==> src/rtl/gpio_in_filter.sv <==
// GPIO input conditioning: 2-FF synchroniser, prescaled per-bit debounce,
// edge pulses, sticky edge flags and a masked interrupt request.
module gpio_in_filter #(
   parameter int unsigned    DW       = 16,
   parameter int unsigned    DIV_W    = 16,
   parameter int unsigned    STABLE_N = 4,
   parameter logic [DW-1:0]  RST_VAL  = '0
) (
   input  logic             clk,
   input  logic             rst_n,
   input  logic [DW-1:0]    pin_in,
   input  logic [DIV_W-1:0] div,
   input  logic [DW-1:0]    irq_en,
   input  logic [DW-1:0]    flag_clr,
   output logic [DW-1:0]    filt_out,
   output logic [DW-1:0]    rise,
   output logic [DW-1:0]    fall,
   output logic [DW-1:0]    edge_flag,
   output logic             irq
);

   localparam logic [3:0] CntMax = 4'(STABLE_N - 1);

   logic [DW-1:0]    s1_q, s2_q;
   logic [DIV_W-1:0] pre_q, pre_d;
   logic             tick;
   logic [3:0]       cnt_q [DW];
   logic [3:0]       cnt_d [DW];
   logic [DW-1:0]    filt_q, filt_d, filt_dly_q;
   logic [DW-1:0]    rise_q, rise_d, fall_q, fall_d;
   logic [DW-1:0]    flag_q, flag_d;
   logic             irq_q, irq_d;

   // >= rather than == so lowering div below the running count ticks at once
   always_comb begin
      tick  = (pre_q >= div);
      pre_d = tick ? '0 : pre_q + DIV_W'(1);
   end

   always_comb begin
      filt_d = filt_q;
      for (int i = 0; i < DW; i++) begin
         cnt_d[i] = cnt_q[i];
         if (tick) begin
            if (s2_q[i] == filt_q[i]) begin
               cnt_d[i] = '0;
            end else if (cnt_q[i] == CntMax) begin
               filt_d[i] = s2_q[i];
               cnt_d[i]  = '0;
            end else begin
               cnt_d[i] = cnt_q[i] + 4'd1;
            end
         end
      end
   end

   // Flags use the pulse terms being registered this edge so they appear together
   always_comb begin
      rise_d = filt_q & ~filt_dly_q;
      fall_d = ~filt_q & filt_dly_q;
      flag_d = (flag_q & ~flag_clr) | rise_d | fall_d;
      irq_d  = |(flag_q & irq_en);
   end

   always_ff @(posedge clk or negedge rst_n) begin
      if (!rst_n) begin
         s1_q       <= '0;
         s2_q       <= '0;
         pre_q      <= '0;
         filt_q     <= RST_VAL;
         filt_dly_q <= RST_VAL;
         rise_q     <= '0;
         fall_q     <= '0;
         flag_q     <= '0;
         irq_q      <= 1'b0;
         for (int i = 0; i < DW; i++) begin
            cnt_q[i] <= '0;
         end
      end else begin
         s1_q       <= pin_in;
         s2_q       <= s1_q;
         pre_q      <= pre_d;
         filt_q     <= filt_d;
         filt_dly_q <= filt_q;
         rise_q     <= rise_d;
         fall_q     <= fall_d;
         flag_q     <= flag_d;
         irq_q      <= irq_d;
         for (int i = 0; i < DW; i++) begin
            cnt_q[i] <= cnt_d[i];
         end
      end
   end

   assign filt_out  = filt_q;
   assign rise      = rise_q;
   assign fall      = fall_q;
   assign edge_flag = flag_q;
   assign irq       = irq_q;

endmodule
==> config.mk <==
export PLATFORM = sky130hd
export DESIGN_NAME = gpio_in_filter
export DESIGN_NICKNAME = d
export VERILOG_FILES = /design/src/rtl/gpio_in_filter.sv
export SDC_FILE = /design/constraint.sdc
export NUM_CORES = 1
export LEC_CHECK = 0
export ABC_AREA = 1
export CAP_MARGIN = 15
export CORE_MARGIN = 10
export CORE_UTILIZATION = 39
export CTS_BUF_LIST = sky130_fd_sc_hd__clkbuf_8
export CTS_CLUSTER_DIAMETER = 60
export DETAILED_ROUTE_END_ITERATION = 16
export PLACE_DENSITY_LB_ADDON = 0.1
export SLEW_MARGIN = 40
export SYNTH_ARGS = -nofsm -noshare
export SYNTH_HDL_FRONTEND = slang
export SYNTH_SLANG_ARGS = --single-unit
==> constraint.sdc <==
create_clock -name clk -period 4.69 [get_ports clk]
set_input_delay 0.469 -clock clk [delete_from_list [all_inputs] [get_ports clk]]
set_output_delay 0.469 -clock clk [all_outputs]
set_load 0.02 [all_outputs]
* Word level (Yosys, flattened, before mapping) *
Index checks and enable logic that the tools add are counted.

word-level totals
  register bits after elaboration = 193
  output and inout port bits = 65
  bits of input ports = 66

operators by class
  order comparisons = 1
  add/subtract/negate cells = 17
  eq/ne operators = 32
  reduce and logical (&&, ||, !) cells = 17
  bitwise operators = 25
  multiplexer cells = 33

operator list
  operator                                                          number
  4-bit 2-to-1 mux                                                  32
  4-bit by 1-bit adder with 4-bit output (second input constant)    16
  16-bit bitwise AND                                                4
  4-bit by 2-bit == test with 1-bit output (second input constant)  16
  16-bit inverter                                                   3
  3-bit AND reduction                                               16
  16-bit OR                                                         2
  16-bit by 1-bit adder with 16-bit output (second input constant)  1
  1-bit == test                                                     16
  16-bit greater-or-equal comparator                                1
  16-bit 2-to-1 mux                                                 1
  1-bit inverter                                                    16
  16-bit OR reduction                                               1

* Logic depth before layout (Yosys ltp) *
  word-level depth = 4
  mapped depth = 15

* Worst setup path before layout *
OpenSTA, ideal clock, no wires.

  kind = input to register
  from = input div[11]
  to = register cnt_q[16] in the netlist's numbering
  path buffers = 2
  setup slack = 2.928 ns
  library setup time = 0.117 ns
  data required time = 4.573 ns
  stages on the path = 10
  data arrival time = 1.645 ns
  cells stage by stage = inv_1 > ha_1 > a21oi_1 > o21ai_0 > a21oi_1 > nand2_2 > buf_6 > buf_4 > nand2_1 > nand2_1

on the way
  word-level cells in the longest chain between the ends = 1

ends and longest elaborated chain
  element                             RTL line  text
  from (decl)                         12        input logic [DIV_W-1:0] div,
  16-bit greater-or-equal comparator  36        tick = (pre_q >= div);
  to (signal, indexed assignment)     90        cnt_q[i] <= cnt_d[i];
  to (decl)                           27        logic [3:0] cnt_q [DW];

Every way passes these cells.
A chain may end at the register's enable or synchronous reset.

* Final worst setup path *
  from = input div[15]
  to = register filt_q[8] (netlist: filt_out[8])

on the way
  word-level cells in the longest chain between the ends = 2

ends and longest elaborated chain
  element                             RTL line  text
  16-bit greater-or-equal comparator  36
  3-bit AND reduction (no line)       n/a
  to (signal assigned)                83        filt_q <= filt_d;
  to (decl)                           29        logic [DW-1:0] filt_q, filt_d, filt_dly_q;

Every way passes these cells.

==> metrics.log <==
INFO  metric worst_setup_path_start_kind = primary input
INFO  metric synth_top_flop_cell = sky130_fd_sc_hd__dfrtp_1
INFO  metric grt_antenna_before_repair = 0
INFO  metric count_of_vias_placed_by_the_detailed_router = 6053
INFO  metric cts_root_buf = sky130_fd_sc_hd__clkbuf_8
INFO  metric drt_pre_antenna_iters = 4
INFO  metric post_cts.repair.setup_buffers = 0
INFO  metric detailroute.wirelength.met2 = ~8400 um
INFO  metric overflow = 0
INFO  metric htree_levels = 4
INFO  metric globalplace.congestion = just under 0.8
INFO  metric clk_pin_slew = roughly 0.10 ns
INFO  metric rsz0062_at_grt = false
INFO  metric ff2ff_setup_slack = 2.32 ns
INFO  metric cp_data_required_time = just over 5 ns
INFO  metric finalCritPeriodShare = between 50% and 60%
INFO  metric synth.yosys.seq_area_share = a little under three fifths
INFO  metric synth_enable_flop_cells = 0
INFO  metric total_die_area = between 0.02 and 0.03 sq mm
INFO  metric postSynthCellCount = 927
INFO  metric largest_net_degree_at_the_start_of_global_routing = ~120
INFO  metric first_global_vias = a little under 6000
INFO  metric setup.worst_path.start = div[15]
INFO  metric worstHoldPathType = reg2reg
INFO  metric synth_area = approximately 0.0084 sq mm
INFO  metric post_route_setup_tns = 0 ns
INFO  metric combinationalPowerShare = 7.8%
INFO  metric timing.critical_path.to_type = flip-flop
INFO  metric rr_worst_depth = 10
INFO  metric placement_rows = 53
INFO  metric route.antenna.remaining_nets = 0
INFO  metric detailedPlace.worstSlack = roughly 1.7 ns
INFO  metric ys.warnings.count = 0
INFO  metric port_buffers = 130
INFO  metric die-width = 167 um
INFO  metric ctsResizeCount = 0
INFO  metric p_sw_share = around a quarter
INFO  metric dr.max_layer_used = met4
INFO  metric total_switching_power = 781 uW
INFO  metric synthTopCellsByArea = sky130_fd_sc_hd__dfrtp_1, sky130_fd_sc_hd__nand2_1, sky130_fd_sc_hd__nand3_1
INFO  metric power_report.internal_total = between 2 and 2.5 mW
INFO  metric outcome = finished clean
INFO  metric holdCritStartpoint = s1_q[11]
INFO  metric cts_made_buffers = 17
INFO  metric synth_cell_type_count = 21
INFO  metric grt_usage = about an eighth
INFO  metric clock_latency = 0.45 ns
INFO  metric io_pins = approximately 130
INFO  metric tightestPinTransition = slightly above 0.7 ns
INFO  metric worst_clock_skew = 0.0133 ns
INFO  metric yosys.cell_count.top_type = sky130_fd_sc_hd__nand2_1
INFO  metric first_iter_violations = between 400 and 500
INFO  metric post_synth.cell_area_avg = 9.07 sq um
INFO  metric power_per_cell_area = just over 300 mW/mm^2
INFO  metric finalWorstPathRequiredPeriod = between 2 and 2.5 ns
INFO  metric power_frac_clock = between 30% and 40%
INFO  metric achievable_clock_frequency = just over 400 MHz
INFO  metric final_hold_slack = 0.350 ns
INFO  metric synth_fp_nets = slightly above 1000
INFO  metric critPathArrivalTime = about 2.8 ns
INFO  metric detailedPlacementHpwl = roughly 12000 um
INFO  metric leakage = 5.47 nW
INFO  metric whs_path_depth = 0
INFO  metric timing.max_cap.violations = 0
INFO  metric die_h = 167 um
INFO  metric via_per_inst = around 4.5
INFO  metric slew_headroom = approximately 53%
INFO  metric synth_largest_type_area_fraction = a little under three fifths
INFO  metric core_region_area = ~0.021 sq mm
INFO  metric pwr-share-seq = 55.1%
INFO  metric synth.largest_area_cell = sky130_fd_sc_hd__dfrtp_1
INFO  metric hold_buffers = 1
INFO  metric antenna_cells = 0
INFO  metric final-max-slew-violation-count = 0
INFO  metric setup_viol_count_final = 0
INFO  metric numPlacedInstances = 1318
INFO  metric post_route_drc = 0
INFO  metric route.detailed.wl_per_inst = around 13 um
INFO  metric fin_ws = roughly 2.3 ns
INFO  metric cts.sinks = about 190
INFO  metric postRouteWirelength = roughly 17000 um
INFO  metric utilization = 49.6%
INFO  metric worst-setup-path-type = in2reg
INFO  metric cts_max_path_buffers = 2
INFO  metric worst_ir_drop_vdd = between 0.15 and 0.2 mV
INFO  metric yosys-top-cells-count = sky130_fd_sc_hd__nand2_1, sky130_fd_sc_hd__dfrtp_1, sky130_fd_sc_hd__inv_1
INFO  metric cp_max_fo = 80
INFO  metric tritoncts = yes
INFO  metric worstReg2RegStart = pre_q[11]
INFO  metric nNetsFinal = roughly 1200
INFO  metric detail_route.wirelength.met1 = between 8000 and 9000 um
INFO  metric stdcell_count = approximately 1400
INFO  metric layout-drive-gt1-share = 3.99%
INFO  metric setup.worst_path.end = filt_out[8]
INFO  metric area_delta_synth_final = 24.5%
INFO  metric floorplan.initialDensity = 39.9%
INFO  metric async_flop_share = 100%
INFO  metric worst_r2r_endpoint = filt_out[8]
INFO  metric synth.ff_latch_count = slightly below 200
INFO  metric wl_met3 = between 500 and 600 um
INFO  metric report.final.hold_viol_count = 0
INFO  metric grt_first_pass_wirelength = between 20000 and 30000 um
worst min-delay path by stage:
stage | end | slack [ns]
2_1_floorplan | cnt_q[0] | 0.17
3_3_place_gp | s2_q[2] | 0.33
3_5_place_dp | s2_q[14] | 0.34
4_1_cts | s2_q[6] | 0.36
5_1_grt | s2_q[11] | 0.36
6_report | s2_q[11] | 0.35
worst max-delay path, stage by stage:
cell                              delay (ns)
sky130_fd_sc_hd__clkdlybuf4s50_1        0.45
sky130_fd_sc_hd__inv_1                  0.04
sky130_fd_sc_hd__ha_1                   0.28
sky130_fd_sc_hd__nand2_1                0.09
sky130_fd_sc_hd__nor3_1                 0.32
sky130_fd_sc_hd__nand2_1                0.16
sky130_fd_sc_hd__nand2_4                0.10
sky130_fd_sc_hd__buf_6                  0.26
sky130_fd_sc_hd__buf_16                 0.33
sky130_fd_sc_hd__nand2_1                0.09
sky130_fd_sc_hd__nand2_1                0.07
sky130_fd_sc_hd__nand2_1                0.05
final cells by class:
| class | instances | area (sq um) |
|---|---|---|
| fill | 1948 | 10600 |
| sequential | 193 | 4830 |
| multi-input combinational | 604 | 3030 |
| timing repair buffer | 136 | 1400 |
| inverter | 112 | 423 |
| tap | 275 | 344 |
| clock buffer | 21 | 289 |
| clock inverter | 11 | 153 |
stage by stage:
step / power, mW / cell area [sq um]
2_1_floorplan: 1.92 / 8410
3_3_place_gp: 2.05 / 9970
3_5_place_dp: 2.05 / 9980
4_1_cts: 3.26 / 10400
5_1_grt: 3.37 / 10500
6_report: 3.20 / 10500
sequential cells by signal (all words and copies together), names as in the netlist:
| name | flops |
|---|---|
| filt_out | 16 |
| irq | 1 |
| s2_q | 16 |
| cnt_q | 64 |
| pre_q | 16 |
| fall | 16 |
| filt_dly_q | 16 |
| rise | 16 |
| edge_flag | 16 |
| s1_q | 16 |
power by group through the flow:
stage	registers, mW	logic, mW	clock network [mW]
floorplan	1.78	0.139	0
global placement	1.80	0.251	0
detailed placement	1.80	0.255	0
CTS	1.77	0.257	1.23
global route	1.77	0.298	1.30
finish	1.76	0.251	1.19
placed cells by master, fill, tap and decap left out, drive strengths merged:
master / Yosys / final
a21oi: 9 / 9
a221oi: 4 / 4
buf: 18 / 5
bufinv: 0 / 3
clkbuf: 0 / 22
clkdlybuf4s50: 0 / 129
clkinv: 0 / 4
clkinvlp: 0 / 1
dfrtp: 193 / 193
dlygate4sd3: 0 / 1
ha: 33 / 33
inv: 112 / 115
nand2: 275 / 275
nand3: 86 / 86
nand4: 4 / 4
nor2: 92 / 92
nor3: 21 / 21
o21a: 1 / 1
o21ai: 27 / 27
o21bai: 1 / 1
or2: 4 / 4
xnor2: 13 / 13
xor2: 34 / 34
routing by layer:
| metal | GRT usage (%) | vias to the layer above |
|---|---|---|
| li1 | - | 3158 |
| met1 | 16.7 | 2821 |
| met2 | 20.5 | 66 |
| met3 | 3.41 | 8 |
| met4 | 3.09 | 0 |
| met5 | 0 | - |
cell families after synthesis:
logic type | share of synthesized area, %
adders and majority gates | 4.91
DFF | 57.4
xor gates and xnor gates | 4.90
AOI/OAI and AO/OA | 2.74
and+or+nand+nor | 23.4
buffers and inverters | 6.62
Power figures use the tool's default switching activity.
